`config.mk`:
```
export PLATFORM = sky130hd
export DESIGN_NAME = neopixel_frame_sequencer_flat
export DESIGN_NICKNAME = d
export VERILOG_FILES = /design/src/rtl/neopixel_pkg.sv /design/src/rtl/neopixel_frame_sequencer_if.sv /design/src/rtl/neopixel_bit_tx.sv /design/src/rtl/neopixel_frame_sequencer.sv /design/src/flat_wrapper.sv
export SDC_FILE = /design/constraint.sdc
export NUM_CORES = 1
export LEC_CHECK = 0
export BUFFER_PORTS_ARGS = -buffer_cell sky130_fd_sc_hd__buf_2
export CORE_MARGIN = 5
export CORE_UTILIZATION = 47
export CTS_BUF_LIST = sky130_fd_sc_hd__clkbuf_4
export CTS_CLUSTER_DIAMETER = 100
export DETAILED_ROUTE_END_ITERATION = 10
export GPL_TIMING_DRIVEN = 1
export PLACE_DENSITY = 0.69
export SYNTH_ARGS = -nofsm -noshare
export SYNTH_HDL_FRONTEND = slang
export SYNTH_SLANG_ARGS = --single-unit
```
`constraint.sdc`:
```
create_clock -name clk -period 3 [get_ports clk]
set_input_delay 0.75 -clock clk [delete_from_list [all_inputs] [get_ports clk]]
set_output_delay 0.75 -clock clk [all_outputs]
set_load 0.005 [all_outputs]
```
`src/rtl/neopixel_pkg.sv`:
```
// Shared types and default 50 MHz timing for the WS2812 frame sequencer.
package neopixel_pkg;

  typedef enum logic [2:0] {
    IDLE,
    FETCH,
    LOAD,
    SHIFT,
    LATCH
  } state_t;

  typedef logic [23:0] grb_t;

  localparam int unsigned DEF_NUM_LEDS     = 64;
  localparam int unsigned DEF_TBIT         = 63;
  localparam int unsigned DEF_T0H          = 20;
  localparam int unsigned DEF_T1H          = 40;
  localparam int unsigned DEF_RESET_CYCLES = 3000;

  // LED index width, never narrower than one bit
  function automatic int unsigned addr_width(input int unsigned n);
    return (n > 1) ? $clog2(n) : 1;
  endfunction

endpackage

```
`src/rtl/neopixel_frame_sequencer_if.sv`:
```
// Frame request / pixel read / serial output bundle of the sequencer.
interface neopixel_frame_sequencer_if
  import neopixel_pkg::*;
#(
  parameter int unsigned NUM_LEDS = DEF_NUM_LEDS
) ();
  localparam int unsigned AW = addr_width(NUM_LEDS);

  logic          frame_req;
  logic          busy;
  logic          frame_done;
  logic          pix_rd;
  logic [AW-1:0] pix_addr;
  grb_t          pix_data;
  logic          dout;

  // Sequencer side
  modport master (
    input  frame_req, pix_data,
    output busy, frame_done, pix_rd, pix_addr, dout
  );

  // Host / pixel source side
  modport slave (
    output frame_req, pix_data,
    input  busy, frame_done, pix_rd, pix_addr, dout
  );
endinterface

```
`src/rtl/neopixel_bit_tx.sv`:
```
// Serialises one 24-bit GRB word MSB-first with WS2812 high/low timing.
module neopixel_bit_tx
  import neopixel_pkg::*;
#(
  parameter int unsigned TBIT = DEF_TBIT,
  parameter int unsigned T0H  = DEF_T0H,
  parameter int unsigned T1H  = DEF_T1H
) (
  input  logic clk,
  input  logic rst,
  input  logic i_load,
  input  grb_t i_word,
  output logic o_dout,
  output logic o_word_done
);
  localparam int unsigned   CW      = $clog2(TBIT);
  localparam logic [CW-1:0] LP_LAST = CW'(TBIT - 1);
  localparam logic [CW-1:0] LP_T0H  = CW'(T0H);
  localparam logic [CW-1:0] LP_T1H  = CW'(T1H);

  logic [CW-1:0] r_cnt;
  logic [4:0]    r_bit;
  grb_t          r_shreg;
  logic          r_active;
  logic          r_dout;

  logic          w_bit_end;
  logic [CW-1:0] w_cnt_nxt;
  logic [CW-1:0] w_high;

  assign w_bit_end   = r_active && (r_cnt == LP_LAST);
  assign w_cnt_nxt   = r_cnt + 1'b1;
  assign w_high      = r_shreg[23] ? LP_T1H : LP_T0H;
  // Flags the final cycle of bit 0 so the FSM leaves SHIFT on that same edge
  assign o_word_done = w_bit_end && (r_bit == '0);
  assign o_dout      = r_dout;

  // Bit/cycle counting; dout is registered from the next cycle's count so
  // every bit starts high on its first cycle (T0H is always non-zero)
  always_ff @(posedge clk or posedge rst) begin
    if (rst) begin
      r_shreg  <= '0;
      r_bit    <= '0;
      r_cnt    <= '0;
      r_active <= 1'b0;
      r_dout   <= 1'b0;
    end else if (i_load) begin
      r_shreg  <= i_word;
      r_bit    <= 5'd23;
      r_cnt    <= '0;
      r_active <= 1'b1;
      r_dout   <= 1'b1;
    end else if (w_bit_end) begin
      r_shreg  <= {r_shreg[22:0], 1'b0};
      r_cnt    <= '0;
      r_active <= (r_bit != '0);
      r_dout   <= (r_bit != '0);
      if (r_bit != '0) r_bit <= r_bit - 1'b1;
    end else if (r_active) begin
      r_cnt  <= w_cnt_nxt;
      r_dout <= (w_cnt_nxt < w_high);
    end
  end
endmodule

```
`src/rtl/neopixel_frame_sequencer.sv`:
```
// WS2812 frame sequencer: fetches one GRB word per LED, serialises it, then latches.
module neopixel_frame_sequencer
  import neopixel_pkg::*;
#(
  parameter int unsigned NUM_LEDS     = DEF_NUM_LEDS,
  parameter int unsigned TBIT         = DEF_TBIT,
  parameter int unsigned T0H          = DEF_T0H,
  parameter int unsigned T1H          = DEF_T1H,
  parameter int unsigned RESET_CYCLES = DEF_RESET_CYCLES
) (
  input  logic                        clk,
  input  logic                        rst,
  neopixel_frame_sequencer_if.master  bus
);
  localparam int unsigned   AW          = addr_width(NUM_LEDS);
  localparam int unsigned   LW          = $clog2(RESET_CYCLES + 1);
  localparam logic [AW-1:0] LP_IDX_LAST = AW'(NUM_LEDS - 1);
  // LATCH lasts RESET_CYCLES-1 cycles; the frame_done cycle (already IDLE,
  // line still low) completes the latch interval
  localparam logic [LW-1:0] LP_LAT_LAST = LW'(RESET_CYCLES - 2);

  state_t        r_state, w_next;
  logic [AW-1:0] r_idx;
  logic [LW-1:0] r_lat;
  logic          r_busy, r_done, r_pix_rd;
  logic          w_busy_d, w_done_d, w_rd_d;
  logic          w_load, w_word_done, w_dout;

  assign w_load = (r_state == LOAD);

  neopixel_bit_tx #(
    .TBIT (TBIT),
    .T0H  (T0H),
    .T1H  (T1H)
  ) u_bit_tx (
    .clk         (clk),
    .rst         (rst),
    .i_load      (w_load),
    .i_word      (bus.pix_data),
    .o_dout      (w_dout),
    .o_word_done (w_word_done)
  );

  // State register
  always_ff @(posedge clk or posedge rst) begin
    if (rst) r_state <= IDLE;
    else     r_state <= w_next;
  end

  // Next-state decode
  always_comb begin
    w_next = r_state;
    case (r_state)
      IDLE:    if (bus.frame_req) w_next = FETCH;
      FETCH:   w_next = LOAD;
      LOAD:    w_next = SHIFT;
      SHIFT:   if (w_word_done) w_next = (r_idx == LP_IDX_LAST) ? LATCH : FETCH;
      LATCH:   if (r_lat == LP_LAT_LAST) w_next = IDLE;
      default: w_next = IDLE;
    endcase
  end

  // Output decode from the upcoming state, registered below
  always_comb begin
    w_rd_d   = (w_next == FETCH);
    w_busy_d = (w_next != IDLE);
    w_done_d = (r_state == LATCH) && (w_next == IDLE);
  end

  // Registered outputs, LED index and latch counter
  always_ff @(posedge clk or posedge rst) begin
    if (rst) begin
      r_pix_rd <= 1'b0;
      r_busy   <= 1'b0;
      r_done   <= 1'b0;
      r_idx    <= '0;
      r_lat    <= '0;
    end else begin
      r_pix_rd <= w_rd_d;
      r_busy   <= w_busy_d;
      r_done   <= w_done_d;
      if ((r_state == IDLE) && (w_next == FETCH))       r_idx <= '0;
      else if ((r_state == SHIFT) && (w_next == FETCH)) r_idx <= r_idx + 1'b1;
      if (r_state == LATCH) r_lat <= r_lat + 1'b1;
      else                  r_lat <= '0;
    end
  end

  assign bus.pix_rd     = r_pix_rd;
  assign bus.pix_addr   = r_idx;
  assign bus.busy       = r_busy;
  assign bus.frame_done = r_done;
  assign bus.dout       = w_dout;
endmodule

```
`src/flat_wrapper.sv`:
```
// flat-port wrapper written by rule: the top's interface ports become plain ports
module neopixel_frame_sequencer_flat import neopixel_pkg::*;
#(
  parameter int unsigned NUM_LEDS     = DEF_NUM_LEDS,
  parameter int unsigned TBIT         = DEF_TBIT,
  parameter int unsigned T0H          = DEF_T0H,
  parameter int unsigned T1H          = DEF_T1H,
  parameter int unsigned RESET_CYCLES = DEF_RESET_CYCLES
)
  (clk, rst, bus_frame_req, bus_pix_data, bus_busy, bus_frame_done, bus_pix_rd, bus_pix_addr, bus_dout);
  neopixel_frame_sequencer_if #(.NUM_LEDS(NUM_LEDS)) bus_i ();
  input  logic clk;
  input  logic rst;
  input wire logic [$bits(bus_i.frame_req)-1:0] bus_frame_req;
  input wire logic [$bits(bus_i.pix_data)-1:0] bus_pix_data;
  output wire logic [$bits(bus_i.busy)-1:0] bus_busy;
  output wire logic [$bits(bus_i.frame_done)-1:0] bus_frame_done;
  output wire logic [$bits(bus_i.pix_rd)-1:0] bus_pix_rd;
  output wire logic [$bits(bus_i.pix_addr)-1:0] bus_pix_addr;
  output wire logic [$bits(bus_i.dout)-1:0] bus_dout;
  assign bus_i.frame_req = bus_frame_req;
  assign bus_i.pix_data = bus_pix_data;
  assign bus_busy = bus_i.busy;
  assign bus_frame_done = bus_i.frame_done;
  assign bus_pix_rd = bus_i.pix_rd;
  assign bus_pix_addr = bus_i.pix_addr;
  assign bus_dout = bus_i.dout;
  neopixel_frame_sequencer #(.NUM_LEDS(NUM_LEDS), .TBIT(TBIT), .T0H(T0H), .T1H(T1H), .RESET_CYCLES(RESET_CYCLES)) u_core (.clk(clk), .rst(rst), .bus(bus_i));
endmodule
```
Word-level counts from Yosys, hierarchy flattened
Index checks and enable logic that the tools add are counted.
Cells by class
  add/subtract/negate cells: 4
  $lt $le $gt $ge: 1
  equal/unequal tests: 8
  mux-type cells: 22
  reductions and logical operators: 15
Operators with widths (number)
  $mux W24: 2
  $mux W6: 6
  $mux W5: 3
  $pmux W3 S5: 1
  $add A12 B1 Y12 const B: 1
  $add A6 B1 Y6 const B: 2
  $eq A12 B12 Y1 const B: 1
  $eq A6 B6 Y1 const B: 2
  $mux W12: 1
  $mux W3: 4
  $eq A3 B1 Y1 const B: 2
  $eq A3 B2 Y1 const B: 2
  $logic_not A3 Y1: 2
  $lt A6 B6 Y1: 1
  $reduce_bool A2 Y1: 3
  $reduce_bool A3 Y1: 2
  $logic_and A1 B1 Y1: 5
  $logic_not A5 Y1: 1
  $mux W1: 5
  $reduce_bool A5 Y1: 1
  $sub A5 B1 Y5 const B: 1
  $eq A3 B3 Y1 const B: 1
  $reduce_and A2 Y1: 1
Storage, ports and cells
  bits in registers: 61
  input port bits: 27
  word-level logic and storage cells: 61

Depth between registers and ports, before layout
  word-level depth: 9
  mapped depth: 8

By module
From an unflattened synthesis, not the netlist that was laid out.
Unflattened totals
  cells, all modules: 318
  area total of the unflattened synthesis: 3145.5 µm²
By module, submodules not included
  neopixel_bit_tx: instances 1, cells each 194, area an instance 1906.8 µm²
  neopixel_frame_sequencer: instances 1, cells each 124, area an instance 1238.7 µm²

Worst setup path after synthesis
Ideal clock, no wire load.
  path kind: register to register
  start point: reg u_core.u_bit_tx.r_bit[0]
  end point: reg u_core.r_idx[5] (netlist: u_core.bus.pix_addr[5])
  setup time: 0.078 ns
  data arrival time: 2.182 ns
  required time: 2.922 ns
  slack: 0.741 ns
  cell stages (with the launch flop): 8
  clock period less this slack: 2.259 ns
  cell sequence: dfrtp_1 > inv_1 > ha_1 > or4b_4 > or4_1 > clkbuf_2 > or4_1 > a21oi_1
Between the ends
  longest elaborated chain between the ends: 7
  elaborated cells between the ends (all ways): 9
Ends and longest elaborated chain
  start, declared: line neopixel_bit_tx.sv:22  | logic [4:0] r_bit;
  start signal, assigned: line neopixel_bit_tx.sv:58  | if (r_bit != '0) r_bit <= r_bit - 1'b1;
  $logic_not A5 Y1 (*): line neopixel_bit_tx.sv:35  | assign o_word_done = w_bit_end && (r_bit == '0);
  $logic_and A1 B1 Y1 (*): line neopixel_bit_tx.sv:35
  $mux W3 (*): line neopixel_frame_sequencer.sv:57  | SHIFT: if (w_word_done) w_next = (r_idx == LP_IDX_LAST) ? LATCH : FETCH;
  $pmux W3 S5 (*): line neopixel_frame_sequencer.sv:53  | case (r_state)
  $eq A3 B1 Y1 (*): line neopixel_frame_sequencer.sv:82, neopixel_frame_sequencer.sv:83
  $logic_and A1 B1 Y1, on equally long branches: line neopixel_frame_sequencer.sv:82, neopixel_frame_sequencer.sv:83
  $mux W6 / $reduce_bool A2 Y1 (equally long branches)
  end signal, assigned: line neopixel_frame_sequencer.sv:83  | else if ((r_state == SHIFT) && (w_next == FETCH)) r_idx <= r_idx + 1'b1;
  end, declared: line neopixel_frame_sequencer.sv:23  | logic [AW-1:0] r_idx;
Every way passes the cells marked *; elsewhere a longest branch is shown, timed or not.
A chain may end at the register's enable or synchronous reset.

Worst setup path after layout
Ends and elaborated chain as after synthesis.

==> out/qor.yml <==
detail_route.iter0.violations: 131
total_global_routing_overflow: 0
min-delay-path-class: "input pin to asynchronous set/reset pin"
antenna_violating_nets_post_route: 0
share_clk_of_total_power: 0.296
seq_area_frac_synth: 0.5043
cts.repair_timing.setup_buffer_count: 0
synth-main-ff-cell: "sky130_fd_sc_hd__dfrtp_1"
pre_cts_slack_ps: 566.4
most_common_cell_in_the_synthesized_netlist: "sky130_fd_sc_hd__dfrtp_1"
num-fill-cells: 610
yosys.area.top_type_share: 0.5043
synth.top_cells.by_count: "61 x sky130_fd_sc_hd__dfrtp_1, 59 x sky130_fd_sc_hd__nand2_1, 40 x sky130_fd_sc_hd__nor2_1"
postLayoutSetupSlackWorst_ps: 547.5
multi_input_area_mm2: 0.001383
power.share.sequential: 0.540
die-height_um: 90.25
worst_ir_drop_vdd_uv: 326.6
setup_viol: 0
end_kind: "register"
drc: 0
tritoncts_num_sinks: 61
setup.worst_path.start_class: "register"
cts_inserted_buffers: 9
place.gp.congestion: 0.8058
horiz_die_dim_um: 90.25
async_reset_ff_frac: 1.000
setup-tns-final_ps: 0
synth-warning-count: 0
final_min_period_over_clock_period: 0.8175
nNetsFinal: 411
worst_hold_slack_ps: 385.7
cts_hold_buffers: 0
slew_violations: 0
ys_seq_elements: 61
cts_repair_resize_count: 0
tightestPinTransition_ps: 669.7
cp_max_fo: 8
hold_violations: 0
synth.top_cells.by_area: "sky130_fd_sc_hd__dfrtp_1 50%, sky130_fd_sc_hd__nand2_1 7.3%, sky130_fd_sc_hd__a31oi_1 5.2%"
fmax_mhz: 407.7
drtPass1Iterations: 4
clock_tree.htree_level_count: 3
syn2layout_area_growth_pct: 13.15
power.leakage_nw: 1.546
count_of_cell_types_in_the_netlist: 38
relSlewSlack: 0.5519
clock_insertion_delay_worst_skew_ps: 390
finClkSkew_ps: 6.779
routed_wire_length_per_instance_um: 13.81
synth-edff-count: 0
mean_instance_size_in_the_synthesized_netlist_um2: 8.981
worst-setup-path-type: "register to register"
syn_inst: 337
clock_tree.root_cell: "sky130_fd_sc_hd__clkbuf_4"
grt_antenna_before_repair: 0
postLayoutCoreUtil: 0.5424
switching_share_of_total_power: 0.2978
share_comb_of_total_power: 0.164
start_util: 0.4794
grt_start_max_net_pins: 54
netlist.top_cell.by_area: "sky130_fd_sc_hd__dfrtp_1"
grt.total_usage: 0.1621
num_io_pins: 37
vias_in_the_first_global_route: 2443
routed_via_density: 5.478
core_area_mm2: 0.006314
fin_crit_ps: 2453
max-cap-violations: 0
grt_setup_unrepaired: "false"
sequential_cell_area_mm2: 0.001526
antennaDiodeCount: 0
power.internal_w: 0.001328
fraction_of_final_layout_cells_with_drive_strength_greater_than_1: 0.1715
num_rows: 29
clk_path_buf_depth: 2
power.density_cell_area_mw_per_mm2: 552.2
switching_power_w: 0.0005632
cts_tree: "done"
power_total_w: 0.001891
buffers_added_on_ports: 36
worst_setup_hold_path_clk_slew_ps: 110
synth.net_count: 374
dieArea_mm2: 0.008144
cp_data_required_time_ps: 3320
critPathArrivalTime_ps: 2780
detailed_place_hpwl_um: 4400
dr_total_vias: 2498
netlist_area_mm2: 0.003027
wire_length_of_the_first_global_routing_pass_um: 11110
drt-total-wl_um: 6298
outcome: "finished clean"
-- power by group through the flow --
stage,clock [W],combinational (W),sequential (W)
3_3_place_gp,0,0.000304,0.00103
5_1_grt,0.000617,0.000362,0.00104
2_1_floorplan,0,0.000245,0.00101
4_1_cts,0.000574,0.000317,0.00102
6_report,0.000559,0.000311,0.00102
3_5_place_dp,0,0.000314,0.00104
-- worst paths after layout --
| path | from | end | slack, ps | cells after the start |
|---|---|---|---|---|
| max | u_core.u_bit_tx.r_bit[0] | u_core.bus.pix_addr[5] | 550 | 6 |
| min reg2reg | u_core.r_lat[0] | u_core.r_lat[0] | 540 | 1 |
| max reg2reg | u_core.u_bit_tx.r_bit[0] | u_core.bus.pix_addr[5] | 550 | 6 |
| min | rst | u_core.bus.busy | 390 | 2 |
| max in group asynchronous | rst | u_core.u_bit_tx.r_shreg[18] | 1960 | 3 |
| min in group clk | u_core.r_lat[0] | u_core.r_lat[0] | 540 | 1 |
-- layout make-up --
type                            count  share of cell area
Sequential cell                    61              0.4457
Multi-Input combinational cell    245              0.4037
Timing Repair Buffer               43             0.06796
Tap cell                           77             0.02813
Clock buffer                        9             0.01973
Clock inverter                      7             0.01936
Inverter                           14             0.01535
-- layout by cell type (no fill, tap or decap), types with 3 or more instances in the layout --
master,count
sky130_fd_sc_hd__nand3b_1,4
sky130_fd_sc_hd__xnor2_1,10
sky130_fd_sc_hd__inv_1,13
sky130_fd_sc_hd__xor2_1,3
sky130_fd_sc_hd__nand3_1,15
sky130_fd_sc_hd__o31ai_1,3
sky130_fd_sc_hd__nor2_1,40
sky130_fd_sc_hd__a21oi_1,18
sky130_fd_sc_hd__o21ai_0,8
sky130_fd_sc_hd__nor3_1,9
sky130_fd_sc_hd__buf_2,36
sky130_fd_sc_hd__clkbuf_4,9
sky130_fd_sc_hd__nand2_1,59
sky130_fd_sc_hd__or3_1,6
sky130_fd_sc_hd__a31oi_1,25
sky130_fd_sc_hd__dfrtp_1,61
sky130_fd_sc_hd__ha_1,10
sky130_fd_sc_hd__and3_1,5
sky130_fd_sc_hd__buf_4,7
sky130_fd_sc_hd__o211ai_1,5
sky130_fd_sc_hd__clkinvlp_4,3
-- cell families after synthesis --
kind of cell,count (synthesis),share of synthesized area
simple gates,156,0.2427
compound gates,64,0.1286
flops,61,0.5043
buf+inv,31,0.03886
xor+xnor,13,0.03762
fa+ha+maj,10,0.04134
mux,2,0.006615
-- stage by stage --
step | area, um2 | cells
after floorplan | 3027 | 337
after global placement | 3291 | 440
after detailed placement | 3291 | 440
final | 3425 | 456
after CTS | 3425 | 456
after global routing | 3425 | 456
-- flip-flops by register name (all words and copies together), names as in the netlist, 3 cells and up --
name,count
u_core.u_bit_tx.r_shreg,24
u_core.r_lat,12
u_core.bus.pix_addr,6
u_core.u_bit_tx.r_cnt,6
u_core.u_bit_tx.r_bit,5
u_core.r_state,3
-- metal layers --
layer / track usage / vias to the layer above / routed length (um)
met5: 0 / - / 0
met4: 0.06328 / 0 / 90
met3: 0.03422 / 10 / 194
met2: 0.2604 / 34 / 3024
met1: 0.2143 / 1207 / 2989
li1: - / 1247 / -
-- critical path, cell delays in order, from the launching register on --
cell and delay, ps:
sky130_fd_sc_hd__dfrtp_1 390, sky130_fd_sc_hd__inv_1 110, sky130_fd_sc_hd__ha_1 150, sky130_fd_sc_hd__or4b_4 490, sky130_fd_sc_hd__or4_1 640, sky130_fd_sc_hd__or4_1 440, sky130_fd_sc_hd__a21oi_1 170
Note: power is estimated with default switching activity, not from simulation.
